[config.mk]
export PLATFORM = sky130hd
export DESIGN_NAME = decode
export DESIGN_NICKNAME = d
export VERILOG_FILES = /design/src/rtl/decode.sv
export SDC_FILE = /design/constraint.sdc
export NUM_CORES = 2
export LEC_CHECK = 0
export CAP_MARGIN = 40
export CELL_PAD_IN_SITES_DETAIL_PLACEMENT = 2
export CELL_PAD_IN_SITES_GLOBAL_PLACEMENT = 2
export CORE_MARGIN = 5
export CORE_UTILIZATION = 44
export CTS_BUF_LIST = sky130_fd_sc_hd__clkbuf_2
export CTS_CLUSTER_SIZE = 24
export DETAILED_ROUTE_END_ITERATION = 8
export HOLD_SLACK_MARGIN = 0.08
export PLACE_DENSITY = 0.79
export SYNTH_ARGS = -nofsm -noshare
export SYNTH_HDL_FRONTEND = slang
export SYNTH_SLANG_ARGS = --single-unit
[constraint.sdc]
create_clock -name clk -period 51.9 [get_ports clk]
set_input_delay 15.57 -clock clk [delete_from_list [all_inputs] [get_ports clk]]
set_output_delay 15.57 -clock clk [all_outputs]
set_load 0.05 [all_outputs]
[src/rtl/decode.sv]
// RV32I integer-subset decoder/executor: a 32-entry register file plus a
// single-cycle ALU. Each rising edge executes the instruction on opcode and
// registers its ALU output on result and into rd.
module decode #(
  parameter int unsigned N = 32
) (
  input  logic          clk,
  input  logic          rst,
  input  logic [31:0]   opcode,
  output logic [N-1:0]  result
);

  localparam int unsigned ShW = $clog2(N);

  localparam logic [6:0] OpReg = 7'b0110011;
  localparam logic [6:0] OpImm = 7'b0010011;
  localparam logic [6:0] OpLui = 7'b0110111;

  localparam logic [6:0] F7Base = 7'b0000000;
  localparam logic [6:0] F7Alt  = 7'b0100000;

  typedef enum logic [3:0] {
    AluAdd,
    AluSub,
    AluSll,
    AluSlt,
    AluSltu,
    AluXor,
    AluSrl,
    AluSra,
    AluOr,
    AluAnd,
    AluLui
  } alu_op_e;

  // Instruction fields
  logic [6:0] funct7;
  logic [4:0] rs2_idx;
  logic [4:0] rs1_idx;
  logic [2:0] funct3;
  logic [4:0] rd_idx;
  logic [6:0] major;

  assign funct7  = opcode[31:25];
  assign rs2_idx = opcode[24:20];
  assign rs1_idx = opcode[19:15];
  assign funct3  = opcode[14:12];
  assign rd_idx  = opcode[11:7];
  assign major   = opcode[6:0];

  // State
  logic [N-1:0] regs_q [32];
  logic [N-1:0] result_q, result_d;
  logic         wr_en;

  // Immediates, built bit by bit so any width from 8 to 64 works without
  // out-of-range selects: I-imm sign-extends bit 31, LUI sign-extends or
  // truncates the 32-bit upper-immediate value.
  logic [N-1:0] imm_i;
  logic [N-1:0] imm_u;

  for (genvar i = 0; i < N; i++) begin : g_imm
    if (i < 12) begin : g_lo
      assign imm_i[i] = opcode[20+i];
      assign imm_u[i] = 1'b0;
    end else if (i < 32) begin : g_mid
      assign imm_i[i] = opcode[31];
      assign imm_u[i] = opcode[i];
    end else begin : g_hi
      assign imm_i[i] = opcode[31];
      assign imm_u[i] = opcode[31];
    end
  end

  // Combinational register reads; x0 is hard-wired to zero
  logic [N-1:0] rs1_val;
  logic [N-1:0] rs2_val;

  assign rs1_val = (rs1_idx == 5'd0) ? '0 : regs_q[rs1_idx];
  assign rs2_val = (rs2_idx == 5'd0) ? '0 : regs_q[rs2_idx];

  // I-type shifts carry funct7 in imm[11:5]; at N=64 bit 25 is part of the
  // 6-bit shift amount and must not count against legality.
  logic shift_imm_base;
  logic shift_imm_alt;

  if (N > 32) begin : g_f7_wide
    assign shift_imm_base = (funct7[6:1] == F7Base[6:1]);
    assign shift_imm_alt  = (funct7[6:1] == F7Alt[6:1]);
  end else begin : g_f7_narrow
    assign shift_imm_base = (funct7 == F7Base);
    assign shift_imm_alt  = (funct7 == F7Alt);
  end

  // Decode: legality, ALU operation and operand-B source
  alu_op_e alu_op;
  logic    legal;
  logic    use_imm;

  always_comb begin
    legal   = 1'b0;
    alu_op  = AluAdd;
    use_imm = 1'b0;
    unique case (major)
      OpReg: begin
        unique case (funct3)
          3'b000: begin
            legal  = (funct7 == F7Base) || (funct7 == F7Alt);
            alu_op = (funct7 == F7Alt) ? AluSub : AluAdd;
          end
          3'b001: begin
            legal  = (funct7 == F7Base);
            alu_op = AluSll;
          end
          3'b010: begin
            legal  = (funct7 == F7Base);
            alu_op = AluSlt;
          end
          3'b011: begin
            legal  = (funct7 == F7Base);
            alu_op = AluSltu;
          end
          3'b100: begin
            legal  = (funct7 == F7Base);
            alu_op = AluXor;
          end
          3'b101: begin
            legal  = (funct7 == F7Base) || (funct7 == F7Alt);
            alu_op = (funct7 == F7Alt) ? AluSra : AluSrl;
          end
          3'b110: begin
            legal  = (funct7 == F7Base);
            alu_op = AluOr;
          end
          default: begin
            legal  = (funct7 == F7Base);
            alu_op = AluAnd;
          end
        endcase
      end
      OpImm: begin
        use_imm = 1'b1;
        legal   = 1'b1;
        unique case (funct3)
          3'b000:  alu_op = AluAdd;
          3'b001: begin
            legal  = shift_imm_base;
            alu_op = AluSll;
          end
          3'b010:  alu_op = AluSlt;
          3'b011:  alu_op = AluSltu;
          3'b100:  alu_op = AluXor;
          3'b101: begin
            legal  = shift_imm_base || shift_imm_alt;
            alu_op = shift_imm_alt ? AluSra : AluSrl;
          end
          3'b110:  alu_op = AluOr;
          default: alu_op = AluAnd;
        endcase
      end
      OpLui: begin
        legal  = 1'b1;
        alu_op = AluLui;
      end
      default: begin
        legal = 1'b0;
      end
    endcase
  end

  // ALU
  logic [N-1:0]   op_a;
  logic [N-1:0]   op_b;
  logic [ShW-1:0] shamt;
  logic [N-1:0]   alu_out;

  assign op_a  = rs1_val;
  assign op_b  = use_imm ? imm_i : rs2_val;
  assign shamt = op_b[ShW-1:0];

  always_comb begin
    alu_out = '0;
    unique case (alu_op)
      AluAdd:  alu_out = op_a + op_b;
      AluSub:  alu_out = op_a - op_b;
      AluSll:  alu_out = op_a << shamt;
      AluSlt:  alu_out = {{(N-1){1'b0}}, ($signed(op_a) < $signed(op_b))};
      AluSltu: alu_out = {{(N-1){1'b0}}, (op_a < op_b)};
      AluXor:  alu_out = op_a ^ op_b;
      AluSrl:  alu_out = op_a >> shamt;
      AluSra:  alu_out = $unsigned($signed(op_a) >>> shamt);
      AluOr:   alu_out = op_a | op_b;
      AluAnd:  alu_out = op_a & op_b;
      AluLui:  alu_out = imm_u;
      default: alu_out = '0;
    endcase
  end

  // Next state: illegal instructions hold result and write nothing
  always_comb begin
    result_d = legal ? alu_out : result_q;
    wr_en    = legal && (rd_idx != 5'd0);
  end

  // Result register
  always_ff @(posedge clk or posedge rst) begin
    if (rst) begin
      result_q <= '0;
    end else begin
      result_q <= result_d;
    end
  end

  // Register file; entry 0 is never written and never read
  always_ff @(posedge clk or posedge rst) begin
    if (rst) begin
      for (int i = 0; i < 32; i++) begin
        regs_q[i] <= '0;
      end
    end else if (wr_en) begin
      regs_q[rd_idx] <= alu_out;
    end
  end

  assign result = result_q;

endmodule

; Word-level counts from Yosys, hierarchy flattened
; Index checks and enable logic that the tools add are counted.
[word_totals]
register_bits = 1056
in_bits = 34
out_inout_bits = 32
elab_cells = 102
[op_classes]
add_sub_neg = 2
order_cmp = 6
eq_ne = 20
n_shift = 3
mux = 22
bitwise = 6
n_reduce_logical = 10
[op_table]
columns = cell, count
row1 = bitwise mux 1024 bit, 1
row2 = case mux 32 bit (11 select lines), 1
row3 = binary-select mux 32 bit (select 5 bit), 2
row4 = 2-to-1 mux 32 bit, 8
row5 = demux 32 bit (select 5 bit), 1
row6 = less-than comparator 32 bit, 2
row7 = case mux 4 bit (7 select lines), 2
row8 = adder 32 bit, 1
row9 = AND 32 bit, 1
row10 = OR 32 bit, 1
row11 = << shifter 32 x 5 -> 32 bit, 1
row12 = right shift 32 x 5 -> 32 bit, 1
row13 = >>> shifter 32 x 5 -> 32 bit, 1
row14 = subtractor 32 bit, 1
row15 = bitwise XOR 32 bit, 1
row16 = equality test 7 x 6 -> 1 bit (second input constant), 3
row17 = greater-or-equal comparator 6 bit (second input constant), 3
row18 = inverter 5 -> 6 bit, 3
row19 = equality test 4 x 3 -> 1 bit (second input constant), 4
row20 = equality test 4 bit (second input constant), 3
row21 = case mux 4 bit (3 select lines), 1
row22 = zero test 5 bit, 2
row23 = equality test 3 bit (second input constant), 3
row24 = equality test 4 x 2 -> 1 bit (second input constant), 2
row25 = other kinds (15), 20

; Depth between registers and ports, before layout
[logic_depth]
ltp_word = 9
ltp_mapped = 29
depth_no_buf = 20

; Least setup slack after synthesis
; OpenSTA, ideal clock, no wires.
[synth_timing]
path_type = input to register
from = input port opcode[20]
to = register regs_q[179] in the netlist's numbering
setup_time_ns = 0.134
arrival_ns = 21.784
t_required_ns = 51.766
path_slack_ns = 29.981
stages = 24
n_path_buf = 7
path_cell_list = buf_2 > buf_2 > buf_2 > clkbuf_1 > buf_1 > mux4_2 > mux4_2 > a22oi_1 > nor2_1 > a21o_1 > ha_1 > clkbuf_1 > inv_1 > a2111oi_0 > nor4b_1 > or3_1 > o311ai_0 > a211o_1 > a21oi_1 > o21bai_1 > a211o_1 > a211oi_1 > clkbuf_1 > o21ai_0
[synth_via]
elab_chain_cells = 9
word_cells_on_any_way = 17
cone_classes = 2 x add/sub / 3 x shift / 7 x mux / 4 x bitwise / 1 x reduce/logical
[synth_rtl]
columns = element, line
row1 = start: declaration, 9  ; input logic [31:0] opcode,
row2 = inverter 5 -> 6 bit (not written as such), 80  ; assign rs2_val = (rs2_idx == 5'd0) ? '0 : regs_q[rs2_idx];
row3 = binary-select mux 32 bit (select 5 bit), 80
row4 = 2-to-1 mux 32 bit (not written as such) (2 in series), 80
row5 = 2-to-1 mux 32 bit, 80
row6 = 2-to-1 mux 32 bit (*), 178  ; assign op_b = use_imm ? imm_i : rs2_val;
row7 = "subtractor 32 bit, or another cell as far along", 185  ; AluSub: alu_out = op_a - op_b;
row8 = case mux 32 bit (11 select lines) (*), 183  ; unique case (alu_op)
row9 = bitwise mux 1024 bit (*), 221  ; regs_q[rd_idx] <= alu_out;
row10 = end signal: indexed assignment, 221
row11 = end: declaration, 52  ; logic [N-1:0] regs_q [32];
; Every way passes the cells marked *; elsewhere a longest branch is shown, timed or not. The select of a mux whose other input is x is not followed.
; A chain may end at the register's enable or synchronous reset.

; Worst setup path in the final report
[layout_timing]
from = input port opcode[16]
to = register result_q[31], in the netlist result[31]
[layout_via]
elab_chain_cells = 7
word_cells_on_any_way = 15
cone_classes = 2 x add/sub / 3 x shift / 5 x mux / 4 x bitwise / 1 x reduce/logical
[layout_rtl]
columns = element, line
row1 = inverter 5 -> 6 bit (not written as such), 79  ; assign rs1_val = (rs1_idx == 5'd0) ? '0 : regs_q[rs1_idx];
row2 = binary-select mux 32 bit (select 5 bit), 79
row3 = 2-to-1 mux 32 bit (not written as such) (2 in series), 79
row4 = 2-to-1 mux 32 bit (*), 79
row5 = "subtractor 32 bit, or another cell as far along", 185
row6 = case mux 32 bit (11 select lines) (*), 183
row7 = end signal: assignment, 210  ; result_q <= result_d;
row8 = end: declaration, 53  ; logic [N-1:0] result_q, result_d;
; Marked as above.

==> results.toml <==
[yosys]
ys.flop_type = "dfrtp_1"
ys_ff_latch = 1056
synth-edff-count = 0
synth_top_area_frac = 0.405
syn_area_um2 = 65300
synth_area_leader_cell = "dfrtp_1"
avgSynthCellArea_um2 = 9.96
ys.warnings.count = 0
yosysUniqueCellTypes = 119
synthCells = 6553
syn_nets = 6689
async_flop_share = 1.00
ys_seq_area_frac = 0.405
synth_area_leaders = "dfrtp_1 40%, mux4_2 14%, a21oi_1 5.6%"

[die]
coreArea_um2 = 148000
ios = 66
rows = 141
die_y_um = 395
start_util = 0.442
die_w_um = 395
die_area_um2 = 156000

[worst_setup_path]
path_cells = "buf_8 -> buf_4 -> buf_4 -> buf_4 -> mux4_2 -> a22oi_1 -> nand4_1 -> nand2_1 -> inv_1 -> ha_1 -> nand3_1 -> a21oi_1 -> o311ai_0 -> o211ai_1 -> a311o_1 -> a221o_1 -> a311o_1 -> a221oi_1 -> nor2_1 -> a211oi_4 -> buf_4 -> a21oi_1"
slowest_stage = "buf_4"
timing.rr.end = "result[31]$_DFFE_PP0P_"
path_max_fanout = 69
worstSetupStartpointType = "primary input"
worstSetupPathType = "in2reg"
arrival_ns = 24.33
cp.required_ns = 53.27
cp-end-kind = "register"
r2r_slack_ns = 44.27
r2r-start = "regs_q[548]$_DFFE_PP0P_"
r2r_cells = 19
critPathMaxStageDelay_ns = 0.77
crit_family = "buffers and inverters"
crit_top_cell = "buf_4"
path_buf_inv = 6

[detailed_routing]
drt-met1-wl_um = 125000
first_pass_iters = 6
via_count = 62993
avgRoutedWirePerCell_um = 38.8
highest_layer = "met5"
wl_um = 337000
wl_met3_um = 35100
avgViaCountPerCell = 7.26
drt_iter0_drc = 7037
drc = 0
ant_nets = 0
wl_met2_um = 149000

[grt]
gr-total-overflow = 0
grt_use_total = 0.421
grt_pass1_wl_um = 483000
antenna_found_initial = 28
grt_pass1_vias = 67184
grt_max_degree = 156

[timing]
fmax_mhz = 43.5
drv_slew = 0
rsz0062_at_grt = "no"
timing.final.crit_share = 0.442
setup_tns_ns = 0
fin_crit_ns = 22.96
maxSlewHeadroom = 0.234
worst_pin_slew_ns = 1.15
fin_worst_skew_ns = 0.330
finalHoldViolCount = 0
worst_slack_ns = 28.94
setup_violations = 0

[clock_network]
cts_tree = "done"
cts.path.max_buffers = 4
post_cts_resized = 0
ctsHtreeMaxLevel = 5
worst_skew_pair.late_latency_ns = 1.75
cts_setup_buffers = 0
ctsRootBufferMaster = "clkbuf_2"
ctsHoldBuffers = 0
path_clk_slew_ns = 0.10
cts.sinks = 1056
cts_buffers = 312

[placement]
placed_cells = 8168
hpwl_um = 223000
gp_congestion = 1.03
place_area_um2 = 68200
portBuffers = 65
post-place-ws_ns = 27.65

[outcome]
status = "completed"

[power]
leakagePower_nw = 30.8
powerDensity_nw_per_um2 = 26.1
ir_drop_mv = 0.0142

[layout]
final_common_cell = "dfrtp_1"
area_growth_pct = 8.45
post-route-util = 0.479
final_net_count = 6690
fin_area_um2 = 70800
layout_common_cells = "1056 x dfrtp_1, 875 x nor2_1, 721 x a21oi_1"
drive_above_1_share = 0.205
final_cells = 8680

[min_path]
hp-start = "regs_q[992]$_DFFE_PP0P_"
min_path_cells = 0
hold_path_class = "reg2reg"
whs_endpoint = "regs_q[992]$_DFFE_PP0P_"

[job]
cap_violations = 0
cell usage after synthesis, types with 15 or more instances:
cell,instances
a211o_1,20
a211oi_1,40
a21o_1,20
a21oi_1,725
a21oi_2,56
a221oi_1,31
a22o_1,16
a22oi_1,155
a31oi_1,143
and2_1,20
and3_1,24
buf_1,46
buf_2,123
buf_4,33
buf_6,33
clkbuf_1,389
dfrtp_1,1056
ha_1,100
inv_1,97
mux2_2,35
mux2i_1,280
mux4_1,43
mux4_2,398
nand2_1,582
nand2b_1,18
nand3_1,97
nand4_1,25
nor2_1,921
nor2b_1,26
nor3_1,52
o211ai_1,40
o21ai_0,403
o21ai_1,25
o21bai_1,24
o221ai_1,29
o22ai_1,47
o31ai_1,18
or2_2,15
or3_1,18
kinds of logic after synthesis:
kind of cell,synth area share
AOI/OAI and AO/OA,0.192
xor gates and xnor gates,0.00148
adders and majority gates,0.0198
buffers and inverters,0.0559
DFF,0.405
muxes,0.205
and+or+nand+nor,0.122
registers in the layout, summed over array words and instances (netlist names):
register	count
result	32
regs_q	1024
metal layers:
metal / global-route usage / vias to the layer above
li1: - / 24334
met4: 0.304 / 12
met2: 0.637 / 4230
met1: 0.523 / 33041
met3: 0.112 / 1376
met5: 0 / -
layout make-up:
class | instances | area (um^2)
Tap cell | 1930 | 2410
Sequential cell | 1056 | 26400
Fill cell | 15424 | 76900
Antenna cell | 16 | 40.0
Clock inverter | 59 | 279
Multi-Input combinational cell | 4741 | 35800
Clock buffer | 435 | 2180
Timing Repair Buffer | 337 | 3190
Inverter | 106 | 407
how the worst max path moves through the flow:
stage               start                       to  slack [ns]  cells past startpoint
6_report       opcode[16]   result[31]$_DFFE_PP0P_       28.94                     22
5_1_grt        opcode[16]  regs_q[191]$_DFFE_PP0P_       28.74                     23
4_1_cts        opcode[16]   result[31]$_DFFE_PP0P_       29.33                     22
3_5_place_dp   opcode[16]   regs_q[31]$_DFFE_PP0P_       27.65                     22
3_3_place_gp   opcode[16]  regs_q[383]$_DFFE_PP0P_       27.74                     22
2_1_floorplan         rst    regs_q[0]$_DFFE_PP0P_        6.61                      1
worst reg2reg max path: cells and delay by family (launching register included):
kind	cells	cell delay [ns]
AOI/OAI and AO/OA	11	4.02
adders and majority gates	1	0.44
buffers and inverters	3	1.32
DFF	1	0.42
muxes	1	0.47
and+or+nand+nor	3	0.75
report_power, final:
| group | switching (W) | internal (W) | total (W) |
|---|---|---|---|
| Combinational | 0.000270 | 0.000107 | 0.000377 |
| Clock | 0.000393 | 0.000230 | 0.000623 |
| Sequential | 0.0000134 | 0.000837 | 0.000850 |
| Total | 0.000676 | 0.00117 | 0.00185 |
metrics by stage:
stage | total power [W] | hold slack (ns)
2_1_floorplan | 0.00108 | 0.422
3_3_place_gp | 0.00121 | 0.368
3_5_place_dp | 0.00123 | 0.385
4_1_cts | 0.00185 | 0.410
5_1_grt | 0.00191 | 0.425
6_report | 0.00185 | 0.409
(Power assumes the default switching activity.)
